## src/rtl/alu_seq_unit_if.sv

```systemverilog
// Handshake and result bundle between the EX-stage issue logic and alu_seq_unit.
// Master drives the operation and consumes the result; slave is the ALU.
interface alu_seq_unit_if #(
  parameter int WIDTH = 32
);
  logic             in_valid;
  logic             in_ready;
  logic [3:0]       op;
  logic [WIDTH-1:0] port_a;
  logic [WIDTH-1:0] port_b;
  logic             abort;
  logic             out_valid;
  logic             out_ready;
  logic [WIDTH-1:0] port_o;
  logic [WIDTH-1:0] port_hi;
  logic             z_fl;
  logic             n_fl;
  logic             o_fl;
  logic             dz_fl;
  logic             bad_op;

  modport master (
    output in_valid, op, port_a, port_b, abort, out_ready,
    input  in_ready, out_valid, port_o, port_hi, z_fl, n_fl, o_fl, dz_fl, bad_op
  );

  modport slave (
    input  in_valid, op, port_a, port_b, abort, out_ready,
    output in_ready, out_valid, port_o, port_hi, z_fl, n_fl, o_fl, dz_fl, bad_op
  );
endinterface

```

## src/rtl/alu_seq_unit.sv

```systemverilog
// Multi-cycle ALU: single-cycle logic/arithmetic ops plus iterative unsigned
// shift-add multiply and restoring divide, behind valid/ready handshakes.
//
// state | meaning
// ------+---------------------------------------------------------------
// IDLE  | in_ready=1, waiting for an op
// BUSY  | MULU/DIVU iterating, one bit per cycle, cnt_q counts down to 1
// DONE  | out_valid=1, result held until consumed or aborted
module alu_seq_unit #(
  parameter int WIDTH = 32
) (
  input  logic          CLK,
  input  logic          RST,
  alu_seq_unit_if.slave bus
);

  localparam int CNT_W = $clog2(WIDTH) + 1;

  localparam logic [3:0] OP_SLL  = 4'd0;
  localparam logic [3:0] OP_SRL  = 4'd1;
  localparam logic [3:0] OP_ADD  = 4'd2;
  localparam logic [3:0] OP_SUB  = 4'd3;
  localparam logic [3:0] OP_AND  = 4'd4;
  localparam logic [3:0] OP_OR   = 4'd5;
  localparam logic [3:0] OP_XOR  = 4'd6;
  localparam logic [3:0] OP_NOR  = 4'd7;
  localparam logic [3:0] OP_SLT  = 4'd8;
  localparam logic [3:0] OP_SLTU = 4'd9;
  localparam logic [3:0] OP_MULU = 4'd10;
  localparam logic [3:0] OP_DIVU = 4'd11;

  typedef enum logic [1:0] {
    S_IDLE = 2'd0,
    S_BUSY = 2'd1,
    S_DONE = 2'd2
  } state_t;

  state_t             state_q, state_d;
  logic               is_div_q, is_div_d;
  logic [WIDTH-1:0]   opnd_q, opnd_d;       // multiplicand or divisor
  logic [WIDTH-1:0]   work_hi_q, work_hi_d; // product high / partial remainder
  logic [WIDTH-1:0]   work_lo_q, work_lo_d; // multiplier bits / quotient bits
  logic [CNT_W-1:0]   cnt_q, cnt_d;
  logic [WIDTH-1:0]   res_o_q, res_o_d;
  logic [WIDTH-1:0]   res_hi_q, res_hi_d;
  logic               z_q, z_d, n_q, n_d, ov_q, ov_d, dz_q, dz_d, bad_q, bad_d;

  // Single-cycle result, evaluated straight off the input ports at accept.
  logic [WIDTH-1:0]   sc_o, sc_hi, sc_sum, sc_dif;
  logic               sc_ov, sc_dz, sc_bad;
  logic [CNT_W-2:0]   shamt;

  // One shift-add / restore-subtract step on the working registers.
  logic [WIDTH:0]     mul_sum;
  logic [WIDTH-1:0]   mul_hi_nx, mul_lo_nx;
  logic [WIDTH:0]     div_sh, div_diff;
  logic               div_ok;
  logic [WIDTH-1:0]   div_hi_nx, div_lo_nx;
  logic [WIDTH-1:0]   fin_o;

  assign shamt  = bus.port_b[CNT_W-2:0];
  assign sc_sum = bus.port_a + bus.port_b;
  assign sc_dif = bus.port_a - bus.port_b;

  assign mul_sum   = {1'b0, work_hi_q} + (work_lo_q[0] ? {1'b0, opnd_q} : '0);
  assign mul_hi_nx = mul_sum[WIDTH:1];
  assign mul_lo_nx = {mul_sum[0], work_lo_q[WIDTH-1:1]};

  // Shifted remainder is < 2*divisor, so bit WIDTH of the difference is a clean borrow.
  assign div_sh    = {work_hi_q, work_lo_q[WIDTH-1]};
  assign div_diff  = div_sh - {1'b0, opnd_q};
  assign div_ok    = ~div_diff[WIDTH];
  assign div_hi_nx = div_ok ? div_diff[WIDTH-1:0] : div_sh[WIDTH-1:0];
  assign div_lo_nx = {work_lo_q[WIDTH-2:0], div_ok};

  // Decode and compute the latency-1 operations.
  always_comb begin
    sc_o   = '0;
    sc_hi  = '0;
    sc_ov  = 1'b0;
    sc_dz  = 1'b0;
    sc_bad = 1'b0;
    case (bus.op)
      OP_SLL:  sc_o = bus.port_a << shamt;
      OP_SRL:  sc_o = bus.port_a >> shamt;
      OP_ADD: begin
        sc_o  = sc_sum;
        sc_ov = (bus.port_a[WIDTH-1] == bus.port_b[WIDTH-1]) &&
                (sc_sum[WIDTH-1] != bus.port_a[WIDTH-1]);
      end
      OP_SUB: begin
        sc_o  = sc_dif;
        sc_ov = (bus.port_a[WIDTH-1] != bus.port_b[WIDTH-1]) &&
                (sc_dif[WIDTH-1] != bus.port_a[WIDTH-1]);
      end
      OP_AND:  sc_o = bus.port_a & bus.port_b;
      OP_OR:   sc_o = bus.port_a | bus.port_b;
      OP_XOR:  sc_o = bus.port_a ^ bus.port_b;
      OP_NOR:  sc_o = ~(bus.port_a | bus.port_b);
      OP_SLT:  sc_o = {{(WIDTH-1){1'b0}}, ($signed(bus.port_a) < $signed(bus.port_b))};
      OP_SLTU: sc_o = {{(WIDTH-1){1'b0}}, (bus.port_a < bus.port_b)};
      OP_MULU: sc_o = '0;  // always iterative, never takes this path
      OP_DIVU: begin       // only reached with a zero divisor
        sc_o  = '1;
        sc_hi = bus.port_a;
        sc_dz = 1'b1;
      end
      default: sc_bad = 1'b1;
    endcase
  end

  // Next-state, iteration and result-capture logic.
  always_comb begin
    state_d   = state_q;
    is_div_d  = is_div_q;
    opnd_d    = opnd_q;
    work_hi_d = work_hi_q;
    work_lo_d = work_lo_q;
    cnt_d     = cnt_q;
    res_o_d   = res_o_q;
    res_hi_d  = res_hi_q;
    z_d       = z_q;
    n_d       = n_q;
    ov_d      = ov_q;
    dz_d      = dz_q;
    bad_d     = bad_q;
    fin_o     = '0;

    case (state_q)
      S_IDLE: begin
        if (bus.in_valid && !bus.abort) begin
          if (bus.op == OP_MULU) begin
            state_d   = S_BUSY;
            is_div_d  = 1'b0;
            opnd_d    = bus.port_a;
            work_hi_d = '0;
            work_lo_d = bus.port_b;
            cnt_d     = CNT_W'(WIDTH);
          end else if (bus.op == OP_DIVU && bus.port_b != '0) begin
            state_d   = S_BUSY;
            is_div_d  = 1'b1;
            opnd_d    = bus.port_b;
            work_hi_d = '0;
            work_lo_d = bus.port_a;
            cnt_d     = CNT_W'(WIDTH);
          end else begin
            state_d  = S_DONE;
            fin_o    = sc_o;
            res_o_d  = sc_o;
            res_hi_d = sc_hi;
            z_d      = (fin_o == '0);
            n_d      = fin_o[WIDTH-1];
            ov_d     = sc_ov;
            dz_d     = sc_dz;
            bad_d    = sc_bad;
          end
        end
      end

      S_BUSY: begin
        if (bus.abort) begin
          state_d = S_IDLE;
          cnt_d   = '0;
        end else begin
          cnt_d     = cnt_q - CNT_W'(1);
          work_hi_d = is_div_q ? div_hi_nx : mul_hi_nx;
          work_lo_d = is_div_q ? div_lo_nx : mul_lo_nx;
          if (cnt_q == CNT_W'(1)) begin
            state_d  = S_DONE;
            fin_o    = work_lo_d;
            res_o_d  = work_lo_d;
            res_hi_d = work_hi_d;
            z_d      = (fin_o == '0);
            n_d      = fin_o[WIDTH-1];
            ov_d     = !is_div_q && (work_hi_d != '0);
            dz_d     = 1'b0;
            bad_d    = 1'b0;
          end
        end
      end

      S_DONE: begin
        if (bus.abort || bus.out_ready) begin
          state_d = S_IDLE;
        end
      end

      default: state_d = S_IDLE;
    endcase
  end

  // State and datapath registers with synchronous reset.
  always_ff @(posedge CLK) begin
    if (RST) begin
      state_q   <= S_IDLE;
      is_div_q  <= 1'b0;
      opnd_q    <= '0;
      work_hi_q <= '0;
      work_lo_q <= '0;
      cnt_q     <= '0;
      res_o_q   <= '0;
      res_hi_q  <= '0;
      z_q       <= 1'b0;
      n_q       <= 1'b0;
      ov_q      <= 1'b0;
      dz_q      <= 1'b0;
      bad_q     <= 1'b0;
    end else begin
      state_q   <= state_d;
      is_div_q  <= is_div_d;
      opnd_q    <= opnd_d;
      work_hi_q <= work_hi_d;
      work_lo_q <= work_lo_d;
      cnt_q     <= cnt_d;
      res_o_q   <= res_o_d;
      res_hi_q  <= res_hi_d;
      z_q       <= z_d;
      n_q       <= n_d;
      ov_q      <= ov_d;
      dz_q      <= dz_d;
      bad_q     <= bad_d;
    end
  end

  assign bus.in_ready  = (state_q == S_IDLE);
  assign bus.out_valid = (state_q == S_DONE);
  assign bus.port_o    = res_o_q;
  assign bus.port_hi   = res_hi_q;
  assign bus.z_fl      = z_q;
  assign bus.n_fl      = n_q;
  assign bus.o_fl      = ov_q;
  assign bus.dz_fl     = dz_q;
  assign bus.bad_op    = bad_q;

endmodule

```

## src/flat_wrapper.sv

```systemverilog
// flat-port wrapper written by rule: the top's interface ports become plain ports
module alu_seq_unit_flat 
#(
  parameter int WIDTH = 32
)
  (CLK, RST, bus_in_valid, bus_op, bus_port_a, bus_port_b, bus_abort, bus_out_ready, bus_in_ready, bus_out_valid, bus_port_o, bus_port_hi, bus_z_fl, bus_n_fl, bus_o_fl, bus_dz_fl, bus_bad_op);
  alu_seq_unit_if #(.WIDTH(WIDTH)) bus_i ();
  input  logic CLK;
  input  logic RST;
  input wire logic [$bits(bus_i.in_valid)-1:0] bus_in_valid;
  input wire logic [$bits(bus_i.op)-1:0] bus_op;
  input wire logic [$bits(bus_i.port_a)-1:0] bus_port_a;
  input wire logic [$bits(bus_i.port_b)-1:0] bus_port_b;
  input wire logic [$bits(bus_i.abort)-1:0] bus_abort;
  input wire logic [$bits(bus_i.out_ready)-1:0] bus_out_ready;
  output wire logic [$bits(bus_i.in_ready)-1:0] bus_in_ready;
  output wire logic [$bits(bus_i.out_valid)-1:0] bus_out_valid;
  output wire logic [$bits(bus_i.port_o)-1:0] bus_port_o;
  output wire logic [$bits(bus_i.port_hi)-1:0] bus_port_hi;
  output wire logic [$bits(bus_i.z_fl)-1:0] bus_z_fl;
  output wire logic [$bits(bus_i.n_fl)-1:0] bus_n_fl;
  output wire logic [$bits(bus_i.o_fl)-1:0] bus_o_fl;
  output wire logic [$bits(bus_i.dz_fl)-1:0] bus_dz_fl;
  output wire logic [$bits(bus_i.bad_op)-1:0] bus_bad_op;
  assign bus_i.in_valid = bus_in_valid;
  assign bus_i.op = bus_op;
  assign bus_i.port_a = bus_port_a;
  assign bus_i.port_b = bus_port_b;
  assign bus_i.abort = bus_abort;
  assign bus_i.out_ready = bus_out_ready;
  assign bus_in_ready = bus_i.in_ready;
  assign bus_out_valid = bus_i.out_valid;
  assign bus_port_o = bus_i.port_o;
  assign bus_port_hi = bus_i.port_hi;
  assign bus_z_fl = bus_i.z_fl;
  assign bus_n_fl = bus_i.n_fl;
  assign bus_o_fl = bus_i.o_fl;
  assign bus_dz_fl = bus_i.dz_fl;
  assign bus_bad_op = bus_i.bad_op;
  alu_seq_unit #(.WIDTH(WIDTH)) u_core (.CLK(CLK), .RST(RST), .bus(bus_i));
endmodule
```

## config.mk

```make
export PLATFORM = sky130hd
export DESIGN_NAME = alu_seq_unit_flat
export DESIGN_NICKNAME = d
export VERILOG_FILES = /design/src/rtl/alu_seq_unit_if.sv /design/src/rtl/alu_seq_unit.sv /design/src/flat_wrapper.sv
export SDC_FILE = /design/constraint.sdc
export NUM_CORES = 1
export LEC_CHECK = 0
export ABC_AREA = 1
export BUFFER_PORTS_ARGS = -buffer_cell sky130_fd_sc_hd__buf_2
export CORE_UTILIZATION = 35
export CTS_CLUSTER_DIAMETER = 50
export CTS_CLUSTER_SIZE = 20
export DETAILED_ROUTE_END_ITERATION = 16
export PLACE_DENSITY = 0.5
export SKIP_CTS_REPAIR_TIMING = 1
export SLEW_MARGIN = 20
export SYNTH_ARGS = -nofsm -noshare
export SYNTH_HDL_FRONTEND = slang
export SYNTH_SLANG_ARGS = --single-unit
```

## constraint.sdc

```tcl
create_clock -name CLK -period 3.5 [get_ports CLK]
set_input_delay 0.7 -clock CLK [delete_from_list [all_inputs] [get_ports CLK]]
set_output_delay 0.7 -clock CLK [all_outputs]
set_load 0.01 [all_outputs]
```

==> results by stage <==
GRT:
- The remaining global-route overflow is 0.
- The via count of the first global-routing pass was 29300.
- The first global-routing pass estimated 193000 um of wire.
- The initial antenna violation count was 1.
- Entering global routing, the biggest net connects 87 pins.
- The global-route usage over all layers is 39.4%.

Final layout:
- After routing the design area is 28800 um^2.
- The post-route netlist has 16.9% of its cells at a drive strength greater than 1.
- The count of nets after finishing is 4915.
- The layout has 7502 filler cells.
- The library cell used most frequently in the layout, excluding fill and tap cells, is nand2_1.
- The area added between synthesis and finish is 23.9%.
- The top cell types in the final layout, fill and taps aside, are nand2_1, inv_1, buf_4, o21ai_0, nor2_1.

Synthesis:
- The share of async-settable or async-resettable flops after synthesis is 0%.
- The average instance in the mapped netlist occupies 5.54 um^2.
- For this run, the number of Yosys warnings is 0.
- Among all flip-flop cells after synthesis, the most frequent one is dfxtp_1.
- The number of enable flip-flop cells after synthesis is 0.
- The number of distinct library cell variants in the gate-level netlist after synthesis is 58.
- The number of instances in the synthesized netlist is 4206.
- The synthesized netlist occupies a cell area of 23300 um^2.
- The synthesized net count is 4463.
- The share of the yosys chip area belonging to registers is 14.9%.
- In this run, synthesis produced a sequential element count of 173.

Timing:
- The worst setup skew after layout is 0.0194 ns.
- Timing would allow up to 301 MHz.
- The worst pin sits at a relative slew slack of 48.7%.
- The worst hold margin is 0.464 ns.
- The final critical delay including setup and external delays is 3.33 ns.
- The slew at the pin closest to its max-slew limit is 0.766 ns.
- Setup repair after global routing left no endpoint under its margin.
- The number of max-slew violations in the final report was 0.
- Setup violations remaining at the end of the flow were counted as 0.
- The final cycle utilization of the critical path is 95.1%.
- The final hold violation count is 0.

Route:
- After detailed routing, the total wire length is 135000 um.
- The detailed-route via count is 30400.
- The violation count after the first detailed-routing iteration is 3039.
- The antenna violation net count after detailed routing is 0.
- For this run, design rule violations remaining after detail routing come to 0.
- The detail-routed via count per cell is 5.49.
- The first TritonRoute pass finished after 6 iterations.
- The average detailed-routed wire length per instance is 24.5 um.

Run status:
- The flow ran to the end, and the final reports show no timing, DRC or antenna violations.

Clock network:
- After clock tree synthesis, the clock-pin slew on the worst setup and hold paths is 0.09 ns.
- The CTS tree is done.
- The H-tree was split into 4 levels.
- The clock sink count is 173.
- The number of buffers added by the clock tree synthesis step is 17.
- The later pin in the worst-skew pair is clocked with a latency of 0.51 ns.
- The number of buffers on the longest clock path is 2.
- The cell at the root of the clock tree is clkbuf_16.

Setup path:
- The critical-path maximum fanout is 3.
- STA classifies the critical path startpoint as an input port.
- The critical path start-end classification is in2reg.
- Counting stages on the worst path, the most repeated cell is nand3_1.
- The kind of cell adding the most delay to the critical path is simple AND/OR/NAND/NOR gates.
- The count of buffering cells on the critical path with inverters included is 4.
- In this design, the stage delay of the slowest critical-path cell is 0.57 ns.
- The worst setup path is captured at a register.
- Data arrives at the worst endpoint at 3.77 ns.
- For this design, the slowest cell found on the critical path is o21ai_0.
- The data required time of the worst path is 3.95 ns.
- Traced cell by cell, the critical path runs through buf_2 -> inv_1 -> ha_1 -> nand2_1 -> o21ai_0 -> a21oi_1 -> buf_4 -> nand3_1 -> a21oi_1 -> o21ai_0 -> buf_4 -> nand3_1 -> nor2_1 -> nand3_1 -> nor2_1 -> nand3_1 -> a21oi_1.

Worst hold path:
- The class of the tightest hold or removal check is reg2reg.

Placed design:
- Summed over all nets, the half-perimeter wirelength after detailed placement is 113000 um.
- The area after detailed placement is 28200 um^2.
- The congestion estimate from routability-driven global placement came to 1.06.
- The count of port buffers added during placement is 143.

Floorplan:
- The floorplan step defined a die boundary enclosing 67600 um^2.
- Measured along the y axis, the die boundary spans 260 um.
- The width of the die is 260 um.
- The starting density of the core is 35.4%.
- The total area inside the core boundary comes to 65700 um^2.
- After floorplanning, the core was divided into 94 placement rows.
- The I/O pin total is 144.

Pwr:
- The largest vdd supply drop is 0.000375 V.
- The leakage dissipation is 14.4 nW.
- The total power divided by cell area is 337 nW/um^2.

Flow run:
- The tool flagged a number of max-cap violations equal to 0.
[state kept, by name, summed over array words and instances, names as in the netlist]
name,flops
u_core.cnt_q,6
u_core.work_hi_q,32
u_core.bus.dz_fl,1
u_core.bus.z_fl,1
u_core.state_q,2
u_core.bus.port_o,32
u_core.bus.port_hi,32
u_core.is_div_q,1
u_core.bus.o_fl,1
u_core.bus.bad_op,1
u_core.work_lo_q,32
u_core.opnd_q,32
[cells by family (layout without fill, tap and decap cells)]
family | after synthesis | in the layout | share of synthesized area, %
adders and majority gates | 184 | 184 | 10.0
other | 0 | 2 | 0
and+or+nand+nor | 2075 | 2075 | 37.5
xor gates and xnor gates | 22 | 22 | 0.827
AOI/OAI and AO/OA | 1022 | 1022 | 24.2
DFF | 173 | 173 | 14.9
muxes | 4 | 4 | 0.172
buffers and inverters | 726 | 1191 | 12.4
[report_power, final]
| part | leakage (nW) | internal, mW | switching, mW |
|---|---|---|---|
| clock network | 0.292 | 0.971 | 1.10 |
| logic | 12.7 | 1.83 | 3.56 |
| registers | 1.41 | 2.13 | 0.144 |
| total | 14.4 | 4.93 | 4.81 |
[stage by stage]
stage	setup TNS, ns	std cells	utilization, %	power (mW)	worst slack [ns]
after floorplan	0	4206	-	5.26	0.213
after global placement	-0.356	5502	42.8	7.58	-0.313
after detailed placement	-0.323	5502	42.8	7.56	-0.302
after CTS	0	5534	43.8	9.66	0.0661
after global routing	0	5535	43.9	10.3	0.00255
final	0	5537	43.9	9.73	0.173
[layer usage]
metal  vias up  wire length [um]  global-route usage (%)
met1     14000             54700                    47.6
met3       316              8980                    5.03
met4         0             10600                    27.2
li1      14800                 -                       -
met2      1284             61200                    64.9
met5         -                 0                       0
[synthesized netlist by cell type (all sizes together) (2+ instances only)]
master / count / area [um^2]
o31ai: 3 / 22.5
or2: 44 / 275
a21boi: 4 / 30.0
o211a: 2 / 20.0
clkinv: 6 / 22.5
xnor2: 8 / 70.1
o21bai: 12 / 90.1
nor3b: 2 / 15.0
dfxtp: 173 / 3460
nor3: 46 / 230
buf: 86 / 480
a21o: 17 / 128
nand4: 48 / 300
a211oi: 24 / 180
ha: 180 / 2250
clkbuf: 109 / 410
nor4: 12 / 75.1
and2: 4 / 25.0
nand2: 1139 / 4340
o21a: 15 / 113
o22ai: 6 / 37.5
xor2: 14 / 123
nor2: 417 / 1590
a31oi: 67 / 419
o2111ai: 6 / 52.6
nand3b: 13 / 97.6
inv: 525 / 1970
o221ai: 3 / 26.3
o21ai: 499 / 2510
nand3: 346 / 1750
mux2i: 4 / 40.0
o211ai: 42 / 340
a21oi: 319 / 1650
fa: 4 / 80.1
[tightest hold or removal path, delay by kind of cell (launching register included)]
| kind | cells | cell delay (ns) |
|---|---|---|
| AO/OA/AOI/OAI | 1 | 0.05 |
| flip-flops | 1 | 0.31 |
| AND/OR/NAND/NOR | 1 | 0.05 |
[area by class of cell]
class | count | area (um^2) | area share (%)
multi-input combinational | 3307 | 17000 | 59.1
timing repair buffer | 628 | 4640 | 16.1
sequential | 173 | 3470 | 12.0
inverter | 531 | 2000 | 6.93
tap | 864 | 1080 | 3.75
clock buffer | 17 | 425 | 1.47
clock inverter | 15 | 183 | 0.633
antenna | 2 | 5.00 | 0.0173
[path summary, 6_finish.rpt]
check	startpoint	endpoint	slack [ns]	cells after the start
setup / recovery	bus_port_a[16]	u_core.bus.z_fl	0.17	17
hold / removal	u_core.bus.dz_fl	u_core.bus.dz_fl	0.46	2
setup reg to reg	u_core.opnd_q[22]	u_core.bus.o_fl	0.18	21
hold reg to reg	u_core.bus.dz_fl	u_core.bus.dz_fl	0.46	2
Note: power is estimated with default switching activity, not from simulation.
